File: config.mk
export PLATFORM = sky130hd
export DESIGN_NAME = router_pkt_tx
export DESIGN_NICKNAME = d
export VERILOG_FILES = /design/src/rtl/router_pkg.sv /design/src/rtl/router_tx_buf.sv /design/src/rtl/router_pkt_tx.sv
export SDC_FILE = /design/constraint.sdc
export NUM_CORES = 1
export LEC_CHECK = 0
export BUFFER_PORTS_ARGS = -buffer_cell sky130_fd_sc_hd__buf_4
export CELL_PAD_IN_SITES_DETAIL_PLACEMENT = 1
export CELL_PAD_IN_SITES_GLOBAL_PLACEMENT = 2
export CORE_MARGIN = 3
export CORE_UTILIZATION = 38
export DETAILED_ROUTE_END_ITERATION = 8
export GPL_TIMING_DRIVEN = 0
export PLACE_DENSITY = 0.67
export SKIP_CTS_REPAIR_TIMING = 1
export SLEW_MARGIN = 20
export SYNTH_ARGS = -nofsm -noshare
export SYNTH_HDL_FRONTEND = slang
export SYNTH_SLANG_ARGS = --single-unit
File: constraint.sdc
create_clock -name clock -period 2.8 [get_ports clock]
set_clock_uncertainty 0.1 [all_clocks]
set_input_delay 0.7 -clock clock [delete_from_list [all_inputs] [get_ports clock]]
set_output_delay 0.7 -clock clock [all_outputs]
set_load 0.01 [all_outputs]
File: src/rtl/router_pkg.sv
// Shared constants for the router packet source: widths, header fields,
// destination codes and transmit FSM state encodings.
package router_pkg;

  localparam int DATA_W  = 8;
  localparam int LEN_W   = DATA_W - 2;
  localparam int MAX_LEN = (1 << LEN_W) - 1;
  localparam int GAP_MIN = 2;

  localparam int LEN_MSB  = DATA_W - 1;
  localparam int LEN_LSB  = 2;
  localparam int ADDR_MSB = 1;
  localparam int ADDR_LSB = 0;

  localparam logic [1:0] ADDR_ILLEGAL = 2'd3;

  localparam logic [2:0] S_IDLE    = 3'd0;
  localparam logic [2:0] S_FILL    = 3'd1;
  localparam logic [2:0] S_HEADER  = 3'd2;
  localparam logic [2:0] S_PAYLOAD = 3'd3;
  localparam logic [2:0] S_PARITY  = 3'd4;
  localparam logic [2:0] S_WAIT    = 3'd5;
  localparam logic [2:0] S_DONE    = 3'd6;

endpackage

File: src/rtl/router_tx_buf.sv
// Payload store for one packet: synchronous write, asynchronous read.
// Out-of-range read addresses return zero.
module router_tx_buf #(
  parameter int DATA_W = 8,
  parameter int DEPTH  = 63,
  parameter int AW     = 6
) (
  input  logic              clock,
  input  logic              we,
  input  logic [AW-1:0]     waddr,
  input  logic [DATA_W-1:0] wdata,
  input  logic [AW-1:0]     raddr,
  output logic [DATA_W-1:0] rdata
);

  logic [DATA_W-1:0] mem [DEPTH];

  always_ff @(posedge clock) begin
    if (we && (waddr < AW'(DEPTH)))
      mem[waddr] <= wdata;
  end

  assign rdata = (raddr < AW'(DEPTH)) ? mem[raddr] : '0;

endmodule

File: src/rtl/router_pkt_tx.sv
// Router input-port packet source: buffers one payload, then sends
// header, payload and parity under busy back-pressure.
module router_pkt_tx
  import router_pkg::*;
#(
  parameter int DATA_W  = router_pkg::DATA_W,
  parameter int MAX_LEN = router_pkg::MAX_LEN,
  parameter int GAP_MIN = router_pkg::GAP_MIN
) (
  input  logic              clock,
  input  logic              reset,
  input  logic              start,
  input  logic [1:0]        dest_addr,
  input  logic [DATA_W-3:0] payload_len,
  input  logic [DATA_W-1:0] pl_data,
  input  logic              pl_valid,
  output logic              pl_ready,
  input  logic              busy,
  input  logic              err,
  output logic [DATA_W-1:0] data_out,
  output logic              pkt_valid,
  output logic              tx_idle,
  output logic              cfg_err,
  output logic              done,
  output logic              pkt_err
);

  localparam int LW = DATA_W - 2;
  localparam int GW = $clog2(GAP_MIN + 1);

  logic [2:0]        state;
  logic [1:0]        addr_r;
  logic [LW-1:0]     len_r;
  logic [LW-1:0]     wr_ptr;
  logic [LW-1:0]     rd_ptr;
  logic [DATA_W-1:0] parity;
  logic [GW-1:0]     gap_cnt;
  logic              pkt_err_r;
  logic [DATA_W-1:0] rd_data;
  logic [DATA_W-1:0] header;
  logic              legal;
  logic              wr_en;

  assign header   = {len_r, addr_r};
  assign legal    = (payload_len != '0) && (dest_addr != ADDR_ILLEGAL);
  assign pl_ready = (state == S_FILL);
  assign wr_en    = pl_ready && pl_valid;
  assign tx_idle  = (state == S_IDLE);
  assign done     = (state == S_DONE);
  assign pkt_err  = done && pkt_err_r;

  router_tx_buf #(
    .DATA_W (DATA_W),
    .DEPTH  (MAX_LEN),
    .AW     (LW)
  ) u_buf (
    .clock (clock),
    .we    (wr_en),
    .waddr (wr_ptr),
    .wdata (pl_data),
    .raddr (rd_ptr),
    .rdata (rd_data)
  );

  always_ff @(posedge clock or posedge reset) begin
    if (reset) begin
      state     <= S_IDLE;
      addr_r    <= '0;
      len_r     <= '0;
      wr_ptr    <= '0;
      rd_ptr    <= '0;
      parity    <= '0;
      gap_cnt   <= '0;
      pkt_err_r <= 1'b0;
      data_out  <= '0;
      pkt_valid <= 1'b0;
      cfg_err   <= 1'b0;
    end else begin
      cfg_err <= 1'b0;
      case (state)
        S_IDLE: begin
          if (start && legal) begin
            addr_r <= dest_addr;
            len_r  <= payload_len;
            parity <= '0;
            wr_ptr <= '0;
            rd_ptr <= '0;
            state  <= S_FILL;
          end else if (start) begin
            cfg_err <= 1'b1;
          end
        end
        S_FILL: begin
          if (pl_valid) begin
            wr_ptr <= wr_ptr + LW'(1);
            // header is folded into parity as it launches
            if (wr_ptr == len_r - LW'(1)) begin
              data_out  <= header;
              pkt_valid <= 1'b1;
              parity    <= parity ^ pl_data ^ header;
              state     <= S_HEADER;
            end else begin
              parity <= parity ^ pl_data;
            end
          end
        end
        S_HEADER: begin
          if (!busy) begin
            data_out <= rd_data;
            rd_ptr   <= rd_ptr + LW'(1);
            state    <= S_PAYLOAD;
          end
        end
        S_PAYLOAD: begin
          if (!busy) begin
            if (rd_ptr == len_r) begin
              data_out  <= parity;
              pkt_valid <= 1'b0;
              state     <= S_PARITY;
            end else begin
              data_out <= rd_data;
              rd_ptr   <= rd_ptr + LW'(1);
            end
          end
        end
        S_PARITY: begin
          if (!busy) begin
            gap_cnt   <= '0;
            pkt_err_r <= 1'b0;
            state     <= S_WAIT;
          end
        end
        S_WAIT: begin
          pkt_err_r <= pkt_err_r | err;
          if (gap_cnt != GW'(GAP_MIN))
            gap_cnt <= gap_cnt + GW'(1);
          else if (!busy)
            state <= S_DONE;
        end
        S_DONE: begin
          data_out <= '0;
          state    <= S_IDLE;
        end
        default: state <= S_IDLE;
      endcase
    end
  end

endmodule

After elaboration in Yosys (flattened, before gate mapping)
Memory sizes are Yosys's and may differ from the RTL's. Index checks and enable logic that the tools add are counted.

$add $sub $neg: 4. Equal/unequal tests: 21. Bitwise logic cells: 3. Mux-type cells: 43. Reduce and logical (&&, ||, !) cells: 20. Order comparisons: 2.

Operators by type and width (number): $mux 8 (9); $pmux 8 s4 (1); $mux 6 (5); $mux 3 (9); $ne 2x2->1 const B (11); $pmux 3 s6 (1); $pmux 6 s3 (1); $pmux 8 s2 (1); $xor 8x8->8 (2); $reduce_and 5->1 (3); $add 6x1->6 const B (2); $eq 6x6->1 (2); $lt 6x6->1 const B (2); $pmux 6 s2 (1); $mux 1 (10); $eq 3x3->1 const B (3); $reduce_and 9->1 (1); $eq 3x2->1 const B (2); $reduce_and 3->1 (2); $reduce_bool 2->1 (3); $reduce_bool 6->1 (1); $sub 6x1->6 const B (1); $logic_and 1x1->1 (5); $mux 2 (2); other kinds (10) (13).

Register bits: 44. Word-level logic and storage cells: 105. Output and inout bits: 14. Input port bits: 22. RAM bits: 504. Memories kept: 1.

Memories: u_buf.mem (depth 63, width 8, read ports 1, clocked after memory_dff 0, wr ports 1, RTL line router_tx_buf.sv:16) `logic [DATA_W-1:0] mem [DEPTH];`.

Logic depth before layout (Yosys ltp)
Gate-level depths: netlist (run 1).

Depth after elaboration: 5. Mapped depth: 11. Depth with buffers taken out: 8.

Modules after synthesis
Synthesis (run 1) repeated with hierarchy kept, for this count alone.

Cell total of the unflattened synthesis: 1266. Area total of the unflattened synthesis: 22358.9 sq um.

By module, submodules not included: router_tx_buf (area each 19647.6 sq um, times used 1, sequential area each 15134.5 sq um, cells each 973); router_pkt_tx (area each 2711.4 sq um, times used 1, sequential area each 1101.1 sq um, cells each 293).

Least setup slack after synthesis (run 1)
OpenSTA, ideal clock, no wires.

Path type: input to register. From: input port payload_len[4]. To: register rd_ptr[5]. Setup slack: 0.414 ns. Cell stages on the path: 7. Arrival: 2.155 ns. Required time: 2.569 ns. Path buffers: 1. Setup time: 0.131 ns. Path through: or4_1 o211a_1 buf_4 o32ai_2 nor3_1 xnor2_1 nor2_1.

Word-level cells in the longest chain between the ends: 5.

RTL lines: from (decl) (RTL line router_pkt_tx.sv:14) `input logic [DATA_W-3:0] payload_len,`; $reduce_bool 6->1 (RTL line router_pkt_tx.sv:45) `assign legal = (payload_len != '0) && (dest_addr != ADDR_ILLEGAL);`; $logic_and 1x1->1 (RTL line router_pkt_tx.sv:45); $logic_and 1x1->1 (RTL line router_pkt_tx.sv:82) `if (start && legal) begin`; $ne 2x1->1 (no line); $reduce_and 5->1 (no line); to (signal assigned) (RTL line router_pkt_tx.sv:110) `rd_ptr <= rd_ptr + LW'(1);`; to (signal assigned) (RTL line router_pkt_tx.sv:122) `rd_ptr <= rd_ptr + LW'(1);`; to (decl) (RTL line router_pkt_tx.sv:35) `logic [LW-1:0] rd_ptr;`.

Every way passes these cells. A chain may end at the register's enable or synchronous reset.

Final worst setup path (run 1)
From: register wr_ptr[5]. To: memory u_buf.mem[36][5] (enable).

Word-level cells in the longest chain between the ends: 4.

RTL lines: from (decl) (RTL line router_pkt_tx.sv:34) `logic [LW-1:0] wr_ptr;`; from (signal assigned) (RTL line router_pkt_tx.sv:95) `wr_ptr <= wr_ptr + LW'(1);`; $lt 6x6->1 (RTL line router_tx_buf.sv:19) `if (we && (waddr < AW'(DEPTH)))`; $logic_and 1x1->1 (RTL line router_tx_buf.sv:19); $mux 1 (RTL line router_tx_buf.sv:19); $mux 1 (implied by the code) (RTL line router_tx_buf.sv:20) `mem[waddr] <= wdata;`; to (decl) (RTL line router_tx_buf.sv:16).

Several ways; a longest one is shown, not always the timed one.

==> results.sh, run 1 <==
export IMPL_synth_ff_type="edfxtp_1"
export IMPL_wl_per_cell_um=28.9
export IMPL_fin_crit_ns=2.80
export IMPL_drcViolationCount=0
export IMPL_fmax_mhz=357
export IMPL_synth_async_sr_flop_share_pct=8.03
export IMPL_drt_total_wl_um=64700
export IMPL_clk_pin_slew_ns=0.06
export IMPL_synth_most_common_cell="edfxtp_1"
export IMPL_seq_area_frac_synth_pct=71.5
export IMPL_cpPeakStageDelay_ns=0.76
export IMPL_synth_nets=1319
export IMPL_p_int_mw=16.7
export IMPL_synth_area_leaders="edfxtp_1 (67%), mux4_2 (9.4%), dfrtp_1 (4.8%)"
export IMPL_comb_power_share_pct=26.5
export IMPL_ant_nets=0
export IMPL_die_area_um2=62700
export IMPL_max_cap_viol_count=0
export IMPL_rows=88
export IMPL_design_area_um2=27400
export IMPL_layout_drive_gt1_share_pct=31.9
export IMPL_dpl_cell_area_um2=24000
export IMPL_dpl_hpwl_um=41400
export IMPL_drtIter0Drc=939
export IMPL_pwr_share_clk_pct=34.0
export IMPL_root_buffer="clkbuf_16"
export IMPL_p_sw_mw=7.32
export IMPL_seq_power_share_pct=39.4
export IMPL_overflow=0
export IMPL_report_final_setup_viol=4
export IMPL_netlist_area_um2=22700
export IMPL_cp_depth=3
export IMPL_io_buffer_count=35
export IMPL_ioPinCount=36
export IMPL_fin_ws_ns=-0.00186
export IMPL_slew_headroom_pct=33.5
export IMPL_hold_class="in2async"
export IMPL_finalPower_mw=24.1
export IMPL_track_usage_pct=20.5
export IMPL_via_per_inst=5.59
export IMPL_avgSynthCellArea_um2=17.6
export IMPL_tightest_slew_ns=0.997
export IMPL_endpoint_kind="flop"
export IMPL_cts_buffer_depth=3
export IMPL_critPathMaxFanout=10
export IMPL_syn_inst=1293
export IMPL_p_per_area_nw_per_um2=877
export IMPL_die_x_um=250
export IMPL_synth_top_area_share_pct=66.6
export IMPL_nets=1451
export IMPL_grt_pass1_wl_um=92500
export IMPL_crit_path_top_delay_cell="clkbuf_1"
export IMPL_cts_tree="yes"
export IMPL_ir_worst_vdd_v=0.000783
export IMPL_clkLatencyLatePin_ns=0.64
export IMPL_cts_made_buffers=59
export IMPL_synthTopCellsByCount="edfxtp_1 (504), nor2_1 (104), mux4_2 (95), mux2i_1 (76), dfrtp_1 (44)"
export IMPL_crit_buf_inv=1
export IMPL_dieHeight_um=250
export IMPL_maxSlewViolCount=0
export IMPL_syn_to_final_growth_pct=20.7
export IMPL_critPathLaunchType="flop"
export IMPL_ys_warn_count=0
export IMPL_ys_ff_latch=548
export IMPL_cpLargestDelayFamily="simple AND/OR/NAND/NOR gates"
export IMPL_antenna_found_initial=0
export IMPL_ys_types=75
export IMPL_fin_crit_sh_pct=100
export IMPL_yosys_area_top_type="edfxtp_1"
export IMPL_status="complete, but fails checks"
export IMPL_fill_cells=5483
export IMPL_critical_path_class="reg2reg"
export IMPL_cp_data_required_time_ns=2.99
export IMPL_hold_violations=0
export IMPL_rsz0062_at_grt="yes"
export IMPL_diodes=0
export IMPL_p_leak_nw=8.65
export IMPL_vias=12500
export IMPL_hold_ws_ns=0.0717
export IMPL_cp_cell_sequence="clkbuf_1 > nand2_1 > nor2_4"
export IMPL_drtPass1Iterations=5
export IMPL_grt_pass1_vias=13000
export IMPL_grt_max_degree=66
export IMPL_synth_edf_count=504
export IMPL_sw_frac_of_total_pct=30.4
export IMPL_floorplan_initialDensity_pct=38.9
export IMPL_core_um2=58400
export IMPL_violations="negative setup slack"
export IMPL_crit_arrival_ns=2.99
export IMPL_cts_sinks=548
export IMPL_h_tree_depth=2
export IMPL_place_gp_congestion=0.816
export IMPL_reg2regPathDepth=3
==> final cells by class <==
class / instances / area [um^2] / share of cell area (%)
Sequential cell: 548 / 16200 / 59.2
Multi-Input combinational cell: 645 / 6600 / 24.1
Clock buffer: 64 / 1500 / 5.45
Tap cell: 765 / 957 / 3.49
Timing Repair Buffer: 72 / 911 / 3.32
Buffer: 75 / 592 / 2.16
Clock inverter: 46 / 536 / 1.95
Inverter: 24 / 93.8 / 0.342
==> stage by stage <==
stage | utilization, % | worst slack (ns) | std cells | setup TNS (ns)
floorplan | - | 0.414 | 1293 | 0
global placement | 41.0 | -0.980 | 2093 | -368.11
detailed placement | 41.1 | -1.13 | 2094 | -402.72
CTS | 44.5 | -1.16 | 2204 | -426.50
global route | 47.0 | -0.0655 | 2239 | -0.976
finish | 47.0 | -0.00186 | 2239 | -0.00465
==> registers in the layout, summed over array words and instances, names as in the netlist <==
name       count
u_buf.mem    504
data_out       8
parity         8
len_r          6
rd_ptr         6
wr_ptr         6
state          3
addr_r         2
gap_cnt        2
cfg_err        1
pkt_err_r      1
pkt_valid      1
==> cells by family (layout without fill, tap and decap cells) <==
logic type	Yosys count	in the layout	share of synthesized area [%]
compound gates	201	201	6.16
flops	548	548	71.5
buf+inv	100	281	2.58
fa+ha+maj	4	4	0.220
mux	188	188	13.7
simple gates	233	233	4.92
xor+xnor	19	19	0.931
==> placed cells by master, fill, tap and decap left out, types with 8 or more instances in the layout <==
cell,count
nor2_4,67
clkbuf_2,12
clkbuf_16,59
o21ai_0,30
clkinv_2,8
clkinv_1,15
bufinv_16,11
o21bai_1,8
buf_12,30
buf_6,17
o22ai_1,20
dfrtp_1,42
mux4_2,95
inv_1,21
a21oi_1,29
a211oi_1,15
xnor2_1,14
buf_2,9
mux2_2,12
a211oi_2,10
mux2i_1,73
a31oi_1,13
or3_1,8
buf_4,54
nor3_1,10
a211o_1,12
clkbuf_1,13
nand3_1,9
edfxtp_1,504
nor2_1,39
nand2_1,36
==> layer usage <==
layer | GRT usage, % | wire (um) | part of all wire (%) | vias to the layer above
li1 | - | - | - | 5460
met1 | 27.8 | 27800 | 43 | 6611
met2 | 32.9 | 31300 | 48 | 344
met3 | 4.34 | 3530 | 5.4 | 104
met4 | 7.05 | 2080 | 3.2 | 0
met5 | 0 | 0 | 0 | -
==> power by group through the flow <==
stage / registers, mW / clock network, mW / logic, mW
final: 9.49 / 8.19 / 6.38
after global routing: 9.52 / 8.70 / 6.82
after CTS: 9.47 / 8.36 / 6.01
after detailed placement: 9.64 / 0 / 5.99
after global placement: 9.63 / 0 / 5.94
after floorplan: 9.59 / 0 / 3.96
==> worst reg2reg max path, cell delays in order, from the launching register on <==
cell,delay (ns)
dfrtp_1,0.38
clkbuf_1,0.76
nand2_1,0.73
nor2_4,0.49
==> worst paths after layout <==
path                                startpoint               end  slack (ns)
worst max-delay path                 wr_ptr[5]  u_buf.mem[36][5]      -0.002
worst min-delay path                     reset        gap_cnt[1]        0.07
worst max register to register       wr_ptr[5]  u_buf.mem[36][5]      -0.002
worst min register to register      gap_cnt[1]        gap_cnt[1]        0.44
max in group asynchronous                reset          len_r[1]        1.98
min in group clock              payload_len[1]          len_r[1]        0.20
Note: power is estimated with default switching activity, not from simulation.
==> run 2, diff against run 1 <==
Settings changed: RECOVER_POWER set to 100.
==> run 2 against run 1 <==
The flow finishes with violations (max-capacitance violations, max-slew violations). Cell area fell by 0.11%. Count of clock-buffer cells in the layout did not move. Clock power barely moved. Sequential power barely moved. Worst hold slack improved by 0.12 ns. Non-clock buffer count did not move. Critical endpoint unchanged. Largest power group unchanged.
==> results.sh, run 2 (synthesis results as in run 1) <==
export IMPL_grtUsageMet3_pct=4.34
export IMPL_fin_ws_ns=0.0154
export IMPL_crit_path_top_delay_cell="clkbuf_1"
export IMPL_tightest_slew_ns=1.56
export IMPL_met2_usage_pct=32.9
export IMPL_status="complete, but fails checks"
export IMPL_reg2reg_to="u_buf.mem[36][5]"
export IMPL_cts_tree="yes"
export IMPL_place_worst_setup_slack_ns=-1.13
export IMPL_multi_input_area_um2=6600
export IMPL_whs_endpoint="len_r[1]"
export IMPL_r2r_slack_ns=0.02
export IMPL_critPathMaxFanout=10
export IMPL_dieHeight_um=250
export IMPL_diodes=0
export IMPL_hp_start="payload_len[1]"
export IMPL_dpl_hpwl_um=41400
export IMPL_ir_worst_vdd_v=0.000783
export IMPL_grtUsageMet1_pct=27.8
export IMPL_final_core_util_pct=46.9
export IMPL_cts_buffer_depth=3
export IMPL_largest_reg_flops=504
export IMPL_p_leak_nw=8.63
export IMPL_report_final_setup_viol=0
export IMPL_cts_made_buffers=59
export IMPL_layout_common_cells="edfxtp_1 (504), mux4_2 (95), mux2i_1 (73)"
export IMPL_violations="max-capacitance violations, max-slew violations"
export IMPL_reg2regPathDepth=3
export IMPL_endpoint_kind="flop"
export IMPL_r2r_start="wr_ptr[5]"
export IMPL_drtIter0Drc=946
export IMPL_place_gp_congestion=0.816
export IMPL_ant_nets=0
export IMPL_grt_pass1_wl_um=92500
export IMPL_grt_pass1_vias=13000
export IMPL_crit_buf_inv=1
export IMPL_reg_top3="u_buf.mem (504), data_out (8), parity (8)"
export IMPL_track_usage_pct=20.5
export IMPL_cp_cell_sequence="clkbuf_1 > nand2_1 > nor2_4"
export IMPL_die_area_um2=62700
export IMPL_rsz0062_at_grt="yes"
export IMPL_rows=88
export IMPL_fin_crit_sh_pct=99.4
export IMPL_layout_commonest_cell="edfxtp_1"
export IMPL_clkLatencyLatePin_ns=0.64
export IMPL_cpLargestDelayFamily="simple AND/OR/NAND/NOR gates"
export IMPL_antenna_found_initial=0
export IMPL_cpPeakStageDelay_ns=0.75
export IMPL_grt_max_degree=66
export IMPL_crit_arrival_ns=2.98
export IMPL_overflow=0
export IMPL_fin_setup_tns_ns=0
export IMPL_seqCellArea_um2=16200
export IMPL_p_per_area_nw_per_um2=877
export IMPL_hold_class="in2reg"
export IMPL_floorplan_initialDensity_pct=38.9
export IMPL_via_per_inst=5.60
export IMPL_holdPathStages=3
export IMPL_drtPass1Iterations=5
export IMPL_top_register="u_buf.mem"
export IMPL_fill_cells=5488
export IMPL_slew_headroom_pct=-4.09
export IMPL_vias=12500
export IMPL_nets=1451
export IMPL_wl_per_cell_um=28.9
export IMPL_fmax_mhz=359
export IMPL_drcViolationCount=0
export IMPL_syn_to_final_growth_pct=20.6
export IMPL_critPathLaunchType="flop"
export IMPL_h_tree_depth=2
export IMPL_root_buffer="clkbuf_16"
export IMPL_hold_violations=0
export IMPL_ioPinCount=36
export IMPL_cp_depth=3
export IMPL_die_x_um=250
export IMPL_maxSlewViolCount=66
export IMPL_clk_pin_slew_ns=0.06
export IMPL_top_usage_layer="met2"
export IMPL_core_um2=58400
export IMPL_io_buffer_count=35
export IMPL_drt_total_wl_um=64700
export IMPL_max_cap_viol_count=1
export IMPL_cp_data_required_time_ns=2.99
export IMPL_critical_path_class="reg2reg"
export IMPL_finalPower_mw=24.0
export IMPL_layout_drive_gt1_share_pct=31.8
export IMPL_cts_sinks=548
export IMPL_fin_crit_ns=2.78
run 2: metrics by stage:
| stage | cells | cell area, um^2 | hold WS, ns |
|---|---|---|---|
| 2_1_floorplan | 1293 | 22700 | 0.375 |
| 3_5_place_dp | 2094 | 24000 | 0.438 |
| 5_1_grt | 2239 | 27400 | 0.190 |
| 6_report | 2239 | 27400 | 0.195 |
| 3_3_place_gp | 2093 | 23900 | 0.404 |
| 4_1_cts | 2204 | 26000 | 0.0633 |
run 2: how the worst max path moves through the flow:
stage	start	end	slack, ns
2_1_floorplan	payload_len[4]	rd_ptr[5]	0.41
3_3_place_gp	wr_ptr[5]	u_buf.mem[39][6]	-0.98
3_5_place_dp	wr_ptr[5]	u_buf.mem[39][6]	-1.13
4_1_cts	wr_ptr[5]	u_buf.mem[39][7]	-1.16
5_1_grt	wr_ptr[5]	u_buf.mem[36][5]	-0.07
6_report	wr_ptr[5]	u_buf.mem[36][5]	0.02
run 2: worst min-delay path, cell delays in order:
cell     delay [ns]
buf_4          0.08
nand2_1        0.05
o21ai_0        0.06
run 2: metal layers:
layer / wire, um / up-vias / part of all wire (%)
li1: - / 5461 / -
met3: 3840 / 105 / 5.9
met4: 2080 / 0 / 3.2
met5: 0 / - / 0
met1: 27500 / 6617 / 43
met2: 31300 / 346 / 48
run 2: area by class of cell:
cell class | instances | area share [%]
plain buffers | 75 | 2.16
clock buffers | 64 | 5.46
clock inverters | 46 | 1.95
inverters | 24 | 0.343
multi-input cells | 645 | 24.1
flip-flops and latches | 548 | 59.3
well taps | 765 | 3.49
repair buffers | 72 | 3.21
run 2: power by group:
group | switching (mW) | internal (mW)
sequential | 0.228 | 9.26
combinational | 3.76 | 2.59
clock | 3.31 | 4.88
total | 7.30 | 16.7
==> run 3, diff against run 2 <==
Clock period 2.8 ns to 3.4 ns, I/O delays scaled along.
==> run 3 against run 2 <==
The flow still finishes with violations (max-capacitance violations, max-slew violations). Critical path depth is 3 higher. Worst hold slack improved by 0.15 ns. Routed wire length fell by 0.87%. Power is 19% lower. Worst setup slack improved by 0.027 ns. Non-clock buffer count down 35. Global-route usage is the same. Sequential share of layout area up 2.5 points. Die area unchanged. Utilization fell by 1.9 points. Critical path type unchanged. Critical endpoint is now u_buf.mem[61][6]. Largest power group unchanged.
==> results.sh, run 3 (synthesis results as in run 1) <==
export IMPL_grt_max_degree=66
export IMPL_critPathMaxFanout=10
export IMPL_rows=88
export IMPL_violations="max-capacitance violations, max-slew violations"
export IMPL_cts_buffer_depth=3
export IMPL_dp_cells=2094
export IMPL_ir_worst_vdd_v=0.000648
export IMPL_ant_nets=0
export IMPL_cts_made_buffers=59
export IMPL_wl_per_cell_um=29.1
export IMPL_io_buffer_count=35
export IMPL_drt_total_wl_um=64100
export IMPL_hold_class="in2reg"
export IMPL_top_register="u_buf.mem"
export IMPL_cts_tree="yes"
export IMPL_layout_commonest_cell="edfxtp_1"
export IMPL_root_buffer="clkbuf_16"
export IMPL_largest_reg_flops=504
export IMPL_grt_pass1_wl_um=92500
export IMPL_syn_to_final_growth_pct=15.7
export IMPL_p_leak_nw=8.18
export IMPL_design_area_um2=26300
export IMPL_fin_ws_ns=0.0422
export IMPL_report_final_setup_viol=0
export IMPL_dieHeight_um=250
export IMPL_diodes=0
export IMPL_layout_common_cells="edfxtp_1 (504), mux4_2 (95), mux2i_1 (76)"
export IMPL_hold_violations=0
export IMPL_reg_top3="u_buf.mem (504), data_out (8), parity (8)"
export IMPL_fill_cells=5582
export IMPL_place_gp_congestion=0.816
export IMPL_ioPinCount=36
export IMPL_fin_setup_tns_ns=0
export IMPL_critPathLaunchType="flop"
export IMPL_h_tree_depth=2
export IMPL_cp_data_required_time_ns=3.57
export IMPL_clk_pin_slew_ns=0.06
export IMPL_final_core_util_pct=45.0
export IMPL_p_per_area_nw_per_um2=741
export IMPL_tightest_slew_ns=1.63
export IMPL_via_per_inst=5.63
export IMPL_nets=1416
export IMPL_fin_crit_sh_pct=98.8
export IMPL_core_um2=58400
export IMPL_dpl_hpwl_um=41400
export IMPL_maxSlewViolCount=330
export IMPL_crit_arrival_ns=3.52
export IMPL_floorplan_initialDensity_pct=38.9
export IMPL_status="complete, but fails checks"
export IMPL_cts_sinks=548
export IMPL_fin_crit_ns=3.36
export IMPL_endpoint_kind="flop"
export IMPL_overflow=0
export IMPL_place_worst_setup_slack_ns=-0.543
export IMPL_drtIter0Drc=933
export IMPL_critical_path_class="reg2reg"
export IMPL_dpl_cell_area_um2=24000
export IMPL_max_cap_viol_count=5
export IMPL_die_x_um=250
export IMPL_antenna_found_initial=0
export IMPL_vias=12400
export IMPL_drcViolationCount=0
export IMPL_layout_drive_gt1_share_pct=26.2
export IMPL_grt_pass1_vias=13000
export IMPL_track_usage_pct=20.5
export IMPL_slew_headroom_pct=-8.35
export IMPL_fmax_mhz=298
export IMPL_drtPass1Iterations=4
export IMPL_die_area_um2=62700
export IMPL_clkLatencyLatePin_ns=0.64
export IMPL_final_cells=2204
==> run 3: cell type report <==
cell class,instances,area [um^2],area share [%]
well taps,765,957,3.64
clock buffers,64,1500,5.69
flip-flops and latches,548,16200,61.8
clock inverters,46,536,2.04
inverters,24,90.1,0.343
plain buffers,76,490,1.87
repair buffers,36,201,0.766
multi-input cells,645,6280,23.9
==> run 3: critical path, stage by stage (launching register included) <==
cell      delay (ns)
dfrtp_1         0.40
clkbuf_1        0.41
nand3_2         0.45
nor2_1          0.09
nor3_2          0.43
nand2_2         0.49
nor2_2          0.60
==> run 3: per-stage QoR <==
step	power, mW	hold WS [ns]
final	19.5	0.342
after global routing	20.3	0.340
after CTS	19.6	0.213
after detailed placement	12.9	0.438
after global placement	12.8	0.404
after floorplan	11.2	0.375
==> run 3: where the power goes <==
group          switching (mW)  internal (mW)  leakage [nW]
registers               0.174           7.63          5.08
clock network            2.74           4.02         0.975
logic                    3.00           1.91          2.12
total                    5.91           13.6          8.18
==> run 3: path summary, 6_finish.rpt <==
kind	start	to	slack (ns)	depth (start not counted)
setup / recovery	wr_ptr[5]	u_buf.mem[61][6]	0.04	6
hold / removal	payload_len[1]	len_r[1]	0.34	3
setup reg to reg	wr_ptr[5]	u_buf.mem[61][6]	0.04	6
hold reg to reg	gap_cnt[1]	gap_cnt[1]	0.44	2
max in group asynchronous	reset	cfg_err	1.20	3
min in group asynchronous	reset	gap_cnt[1]	0.39	2
==> run 3: metal layers <==
| layer | track usage, % | vias to the layer above | part of all wire, % |
|---|---|---|---|
| met4 | 7.05 | 0 | 3.3 |
| li1 | - | 5384 | - |
| met3 | 4.34 | 110 | 5.9 |
| met1 | 27.8 | 6561 | 43 |
| met2 | 32.9 | 352 | 47 |
| met5 | 0 | - | 0 |
